$ cat src/rtl/mem_arb_pkg.sv
// Shared types and constants for the two-port memory arbiter.
package mem_arb_pkg;

  typedef enum logic [1:0] {
    IDLE  = 2'd0,
    ISSUE = 2'd1,
    WAIT  = 2'd2,
    RESP  = 2'd3
  } arb_state_t;

  localparam int unsigned REQ_0      = 0;
  localparam int unsigned REQ_1      = 1;
  localparam logic [3:0]  WR_NONE    = 4'b0000;
  localparam int unsigned PERF_CNT_W = 32;

  // Increment that sticks at all-ones instead of wrapping.
  function automatic logic [PERF_CNT_W-1:0] sat_inc(input logic [PERF_CNT_W-1:0] v);
    return (&v) ? v : v + 1'b1;
  endfunction

endpackage

$ cat src/rtl/mem_port_arbiter_rr_arb2.sv
// Two-way round-robin pick with the last-grant pointer.
// The pointer resets to 1 so requester 0 wins the first tie.
module rr_arb2
  import mem_arb_pkg::*;
(
  input  logic       clk_core,
  input  logic       rst_core_n,
  input  logic [1:0] req,
  input  logic       grant_en,
  output logic [1:0] grant,
  output logic       winner
);

  logic last_grant_q;

  // Pick the requester not served last time when both ask.
  always_comb begin
    winner = 1'b0;
    grant  = 2'b00;
    if (req[REQ_0] && req[REQ_1]) begin
      winner = ~last_grant_q;
    end else if (req[REQ_1]) begin
      winner = 1'b1;
    end
    if (|req) begin
      grant = winner ? 2'b10 : 2'b01;
    end
  end

  // Remember who won, but only when a grant is actually taken.
  always_ff @(posedge clk_core or negedge rst_core_n) begin
    if (!rst_core_n) begin
      last_grant_q <= 1'b1;
    end else if (grant_en && (|req)) begin
      last_grant_q <= winner;
    end
  end

endmodule

$ cat src/rtl/mem_port_arbiter.sv
// Two-requester arbiter/sequencer for a single-ported synchronous-read SRAM.
// Optional saturating performance counters are enabled with MEM_ARB_PERF_CNT_EN.
//
// state | meaning
// IDLE  | sample requests, latch winner's command
// ISSUE | one-cycle memory strobe from the latched command
// WAIT  | count down the read latency, capture read data at zero
// RESP  | one-cycle Ack to the granted requester
module mem_port_arbiter
  import mem_arb_pkg::*;
#(
  parameter int DWIDTH = 32,
  parameter int AWIDTH = 32,
  parameter int RD_LAT = 1
) (
  input  logic                  Clk_Core,
  input  logic                  Rst_Core_N,
  input  logic                  Req_0,
  input  logic [AWIDTH-1:0]     Addr_0,
  input  logic [3:0]            Wr_Ctrl_0,
  input  logic [DWIDTH-1:0]     Wdata_0,
  output logic                  Ack_0,
  output logic [DWIDTH-1:0]     Rdata_0,
  input  logic                  Req_1,
  input  logic [AWIDTH-1:0]     Addr_1,
  input  logic [3:0]            Wr_Ctrl_1,
  input  logic [DWIDTH-1:0]     Wdata_1,
  output logic                  Ack_1,
  output logic [DWIDTH-1:0]     Rdata_1,
  output logic                  Mem_En,
  output logic [AWIDTH-1:0]     Mem_Addr,
  output logic [3:0]            Mem_Wr_Ctrl,
  output logic [DWIDTH-1:0]     Mem_Wdata,
  input  logic [DWIDTH-1:0]     Mem_Rdata,
`ifdef MEM_ARB_PERF_CNT_EN
  output logic [PERF_CNT_W-1:0] Perf_Grant_0,
  output logic [PERF_CNT_W-1:0] Perf_Grant_1,
  output logic [PERF_CNT_W-1:0] Perf_Conflict,
`endif
  output logic                  Busy
);

  // WAIT lasts RD_LAT cycles: the counter runs RD_LAT-1 down to 0.
  localparam logic [3:0] WAIT_LOAD = 4'(RD_LAT - 1);

  arb_state_t        state_q, state_d;
  logic [1:0]        req_vec, grant_oh;
  logic              winner, owner_q;
  logic              grant_en, take_grant;
  logic [AWIDTH-1:0] cmd_addr_q;
  logic [3:0]        cmd_wr_q;
  logic [DWIDTH-1:0] cmd_wdata_q;
  logic [3:0]        wait_cnt_q;
  logic [DWIDTH-1:0] rdata_0_q, rdata_1_q;

  assign req_vec    = {Req_1, Req_0};
  assign grant_en   = (state_q == IDLE);
  assign take_grant = grant_en && (|req_vec);

  rr_arb2 u_rr_arb2 (
    .clk_core   (Clk_Core),
    .rst_core_n (Rst_Core_N),
    .req        (req_vec),
    .grant_en   (grant_en),
    .grant      (grant_oh),
    .winner     (winner)
  );

  // State register.
  always_ff @(posedge Clk_Core or negedge Rst_Core_N) begin
    if (!Rst_Core_N) begin
      state_q <= IDLE;
    end else begin
      state_q <= state_d;
    end
  end

  // Next-state: requests are only looked at in IDLE.
  always_comb begin
    state_d = state_q;
    case (state_q)
      IDLE:    if (|req_vec) state_d = ISSUE;
      ISSUE:   state_d = (cmd_wr_q != WR_NONE) ? RESP : WAIT;
      WAIT:    if (wait_cnt_q == 4'd0) state_d = RESP;
      RESP:    state_d = IDLE;
      default: state_d = IDLE;
    endcase
  end

  // Command latch, read-latency counter and per-requester read data.
  always_ff @(posedge Clk_Core or negedge Rst_Core_N) begin
    if (!Rst_Core_N) begin
      owner_q     <= 1'b0;
      cmd_addr_q  <= '0;
      cmd_wr_q    <= WR_NONE;
      cmd_wdata_q <= '0;
      wait_cnt_q  <= 4'd0;
      rdata_0_q   <= '0;
      rdata_1_q   <= '0;
    end else begin
      case (state_q)
        IDLE: begin
          if (take_grant) begin
            owner_q <= winner;
            if (grant_oh[REQ_1]) begin
              cmd_addr_q  <= Addr_1;
              cmd_wr_q    <= Wr_Ctrl_1;
              cmd_wdata_q <= Wdata_1;
            end else if (grant_oh[REQ_0]) begin
              cmd_addr_q  <= Addr_0;
              cmd_wr_q    <= Wr_Ctrl_0;
              cmd_wdata_q <= Wdata_0;
            end
          end
        end
        ISSUE: begin
          if (cmd_wr_q == WR_NONE) wait_cnt_q <= WAIT_LOAD;
        end
        WAIT: begin
          if (wait_cnt_q == 4'd0) begin
            if (owner_q) rdata_1_q <= Mem_Rdata;
            else         rdata_0_q <= Mem_Rdata;
          end else begin
            wait_cnt_q <= wait_cnt_q - 4'd1;
          end
        end
        default: ;
      endcase
    end
  end

  // Outputs: memory bus is quiet (all zero) outside ISSUE.
  always_comb begin
    Mem_En      = 1'b0;
    Mem_Addr    = '0;
    Mem_Wr_Ctrl = WR_NONE;
    Mem_Wdata   = '0;
    Ack_0       = 1'b0;
    Ack_1       = 1'b0;
    Busy        = (state_q != IDLE);
    Rdata_0     = rdata_0_q;
    Rdata_1     = rdata_1_q;
    case (state_q)
      ISSUE: begin
        Mem_En      = 1'b1;
        Mem_Addr    = cmd_addr_q;
        Mem_Wr_Ctrl = cmd_wr_q;
        Mem_Wdata   = cmd_wdata_q;
      end
      RESP: begin
        Ack_0 = (owner_q == 1'(REQ_0));
        Ack_1 = (owner_q == 1'(REQ_1));
      end
      default: ;
    endcase
  end

`ifdef MEM_ARB_PERF_CNT_EN
  // Saturating grant and contention counters.
  always_ff @(posedge Clk_Core or negedge Rst_Core_N) begin
    if (!Rst_Core_N) begin
      Perf_Grant_0  <= '0;
      Perf_Grant_1  <= '0;
      Perf_Conflict <= '0;
    end else begin
      if (take_grant && grant_oh[REQ_0]) Perf_Grant_0  <= sat_inc(Perf_Grant_0);
      if (take_grant && grant_oh[REQ_1]) Perf_Grant_1  <= sat_inc(Perf_Grant_1);
      if (grant_en && Req_0 && Req_1)    Perf_Conflict <= sat_inc(Perf_Conflict);
    end
  end
`endif

endmodule
$ cat config.mk
export PLATFORM = sky130hd
export DESIGN_NAME = mem_port_arbiter
export DESIGN_NICKNAME = d
export VERILOG_FILES = /design/src/rtl/mem_arb_pkg.sv /design/src/rtl/mem_port_arbiter_rr_arb2.sv /design/src/rtl/mem_port_arbiter.sv
export SDC_FILE = /design/constraint.sdc
export NUM_CORES = 1
export LEC_CHECK = 0
export CORE_ASPECT_RATIO = 0.7
export CORE_UTILIZATION = 30
export CTS_CLUSTER_SIZE = 30
export DETAILED_ROUTE_END_ITERATION = 6
export GPL_TIMING_DRIVEN = 0
export PLACE_DENSITY = 0.68
export SLEW_MARGIN = 20
export SYNTH_ARGS = -nofsm -noshare
export SYNTH_HDL_FRONTEND = slang
export SYNTH_SLANG_ARGS = --single-unit
$ cat constraint.sdc
create_clock -name Clk_Core -period 3.8 [get_ports Clk_Core]
set_input_delay 0.38 -clock Clk_Core [delete_from_list [all_inputs] [get_ports Clk_Core]]
set_output_delay 0.38 -clock Clk_Core [all_outputs]
set_load 0.02 [all_outputs]
==> results.ini <==
[clock_network]
cts_buffers = 17
clk_path_buf_depth = 2
clockRootBuffer = clkbuf_16
cts_num_sinks = 140
cts_tree = built
clock_latency_ns = 0.42
cts-htree-levels = 4
clk_pin_slew_ns = 0.07

[yosys]
synth_mux_area_share_pct = 23.22
syn_area_per_cell_um2 = 11.72
ys_ff_latch = 140
synthArstFlopShare_pct = 100.0
synth_cell_types = 36
ys_seq_area_share_pct = 53.01
synthTopCellsByArea = dfrtp_1, mux2i_1, mux2_4
yosysWarnings = 0
synth_compound_area_share_pct = 6.586
synth_commonest_cells = dfrtp_1, o21ai_0, nand2_1, mux2i_1, and2_1
synth_nets = 742
synth_top_cell_by_area = dfrtp_1
synth_cells = 564
synthSimpleGateAreaFrac_pct = 12.36
synth_top_area_share_pct = 52.61
synth_top_family_by_area = multiplexers
synth-main-ff-cell = dfrtp_1
synth_edf_count = 0
synth_xor_area_share_pct = 0
synth_fa_ha_area_share_pct = 1.136
synth_most_common_cell = dfrtp_1
synth_area_um2 = 6611

[sta]
worst_pin_slew_ns = 0.7641
skew_ns = 0.01193
setup_viol = 0
period_share_pct = 91.22
relSlewSlack_pct = 48.39
worst_slack_ns = 0.3335
min_period_ns = 3.467
tns_ns = 0
drv_slew = 0
max_freq_mhz = 288.5
hold_viol = 0
rsz0062_at_grt = no

[global_route]
use_met2_pct = 28.81
met1_usage_pct = 23.51
antenna_found_initial = 0
grt_use_met3_pct = 7.316
grtUsageTotal_pct = 18.26
grt_pass1_wl_um = 31650
grt_max_degree = 79
grt_overflow = 0
first_global_vias = 5568
grt-busiest-layer = met2

[critical_path]
critPathRequiredTime_ns = 3.42
critPathKind = reg2out
worstPathMaxFanout = 10
worst_setup_path_start_kind = flop
endpoint_kind = output pin
critPathArrivalTime_ns = 3.09

[routing]
wirelength_um = 19860
ant_nets = 0
drc_errors = 44
viasPerCell = 4.502
num_vias = 5344
wl_per_cell_um = 16.73
drtPass1Iterations = 7
drtIter0Drc = 169

[final_layout]
finish.instance_area_um2 = 10650
area_growth_pct = 61.05
nNetsFinal = 1070
insertedDiodeCount = 0
drive_gt1_share_pct = 13.04

[status]
violations = design-rule violations
outcome = finished, violations left

[die]
core_area_um2 = 21620
design.die.area_um2 = 22650
num_rows = 45
start_util_pct = 30.58
dieWidth_um = 179.4
die_height_um = 126.2
io_pins = 308

[job]
drv_cap = 0

[power_and_ir_drop]
p_leak_nw = 4.554
vdd_ir_drop_max_mv = 0.3125
power_density_nw_per_um2 = 798.7

[placement]
postPlaceCellArea_um2 = 10070
place.gp.congestion = 0.7660
dp_slack_ns = 0.5073
port_buffers = 307
place_hpwl_um = 15210

[worst_hold_path]
hold_class = in2async

==> state kept, by name, summed over array words and instances, names as in the netlist <==
name,count
Rdata_0,32
u_rr_arb2.last_grant_q,1
cmd_wr_q,4
cmd_addr_q,32
state_q,2
owner_q,1
wait_cnt_q,4
cmd_wdata_q,32
Rdata_1,32
==> critical path, cell delays in order, from the launching register on <==
cell,delay (ns)
dfrtp_1,0.42
inv_1,0.09
ha_1,0.16
clkbuf_1,0.39
clkbuf_1,0.47
clkbuf_2,0.34
and2_1,0.17
clkdlybuf4s50_1,0.63
==> per-stage QoR <==
stage	power, mW	hold slack, ns	cells	util (%)
after floorplan	4.967	0.08441	564	-
after global placement	6.894	0.4532	1153	46.42
after detailed placement	6.970	0.3499	1154	46.57
after CTS	8.626	0.4755	1187	49.24
after global routing	9.049	0.4914	1187	49.25
final	8.504	0.4670	1187	49.25
==> worst paths after layout <==
check / startpoint / endpoint / slack [ns] / depth (start not counted)
hold reg to reg: cmd_addr_q[18] / cmd_addr_q[18] / 0.47 / 2
setup / recovery: state_q[1] / Mem_Addr[24] / 0.33 / 7
max in group asynchronous: Rst_Core_N / cmd_addr_q[21] / 2.55 / 3
setup reg to reg: state_q[0] / cmd_wdata_q[0] / 1.54 / 7
min in group Clk_Core: cmd_addr_q[18] / cmd_addr_q[18] / 0.47 / 2
hold / removal: Rst_Core_N / cmd_wdata_q[3] / 0.47 / 2
==> layout make-up <==
type | count | area [um2]
fill | 1994 | 10970
clock inverter | 13 | 133.9
sequential | 140 | 3505
inverter | 5 | 18.77
clock buffer | 19 | 432.9
tap | 282 | 352.8
buffer | 40 | 226.5
multi-input combinational | 379 | 2863
timing repair buffer | 309 | 3115
==> placed cells by master, fill, tap and decap left out, types with 2 or more instances in the layout <==
cell,n
mux2_1,5
nand2_1,70
buf_4,4
clkdlybuf4s50_1,306
nor3_1,2
nand3_1,3
o21ai_0,71
mux2_2,30
buf_2,12
dfrtp_1,139
and2_1,68
nor2_1,3
inv_6,3
inv_1,5
mux2_4,30
inv_8,3
buf_6,6
clkbuf_16,17
nor4b_1,2
nor2b_1,4
clkbuf_1,19
ha_1,6
mux2i_1,69
clkinvlp_4,4
==> metal layers <==
layer	up-vias	wire [um]
met5	-	0
li1	2592	-
met3	12	1901
met1	2542	8954
met2	198	8857
met4	0	150
==> power by group <==
group / switching, mW / internal (mW) / total (mW)
combinational: 2.13 / 2.17 / 4.30
sequential: 0.368 / 2.23 / 2.60
clock: 0.691 / 0.919 / 1.61
==> logic make-up after synthesis <==
kind of cell               Yosys count
AOI/OAI and AO/OA                   81
and+or+nand+nor                    158
buffers and inverters               45
adders and majority gates            6
muxes                              134
DFF                                140
==> repair_timing <==
item	4_1_cts	5_1_grt
setup endpoints to repair	0	10
buffers inserted	0	0
gates resized for setup	0	2
hold endpoints to repair	61	0
hold buffers	1	0
Note: power is estimated with default switching activity, not from simulation.
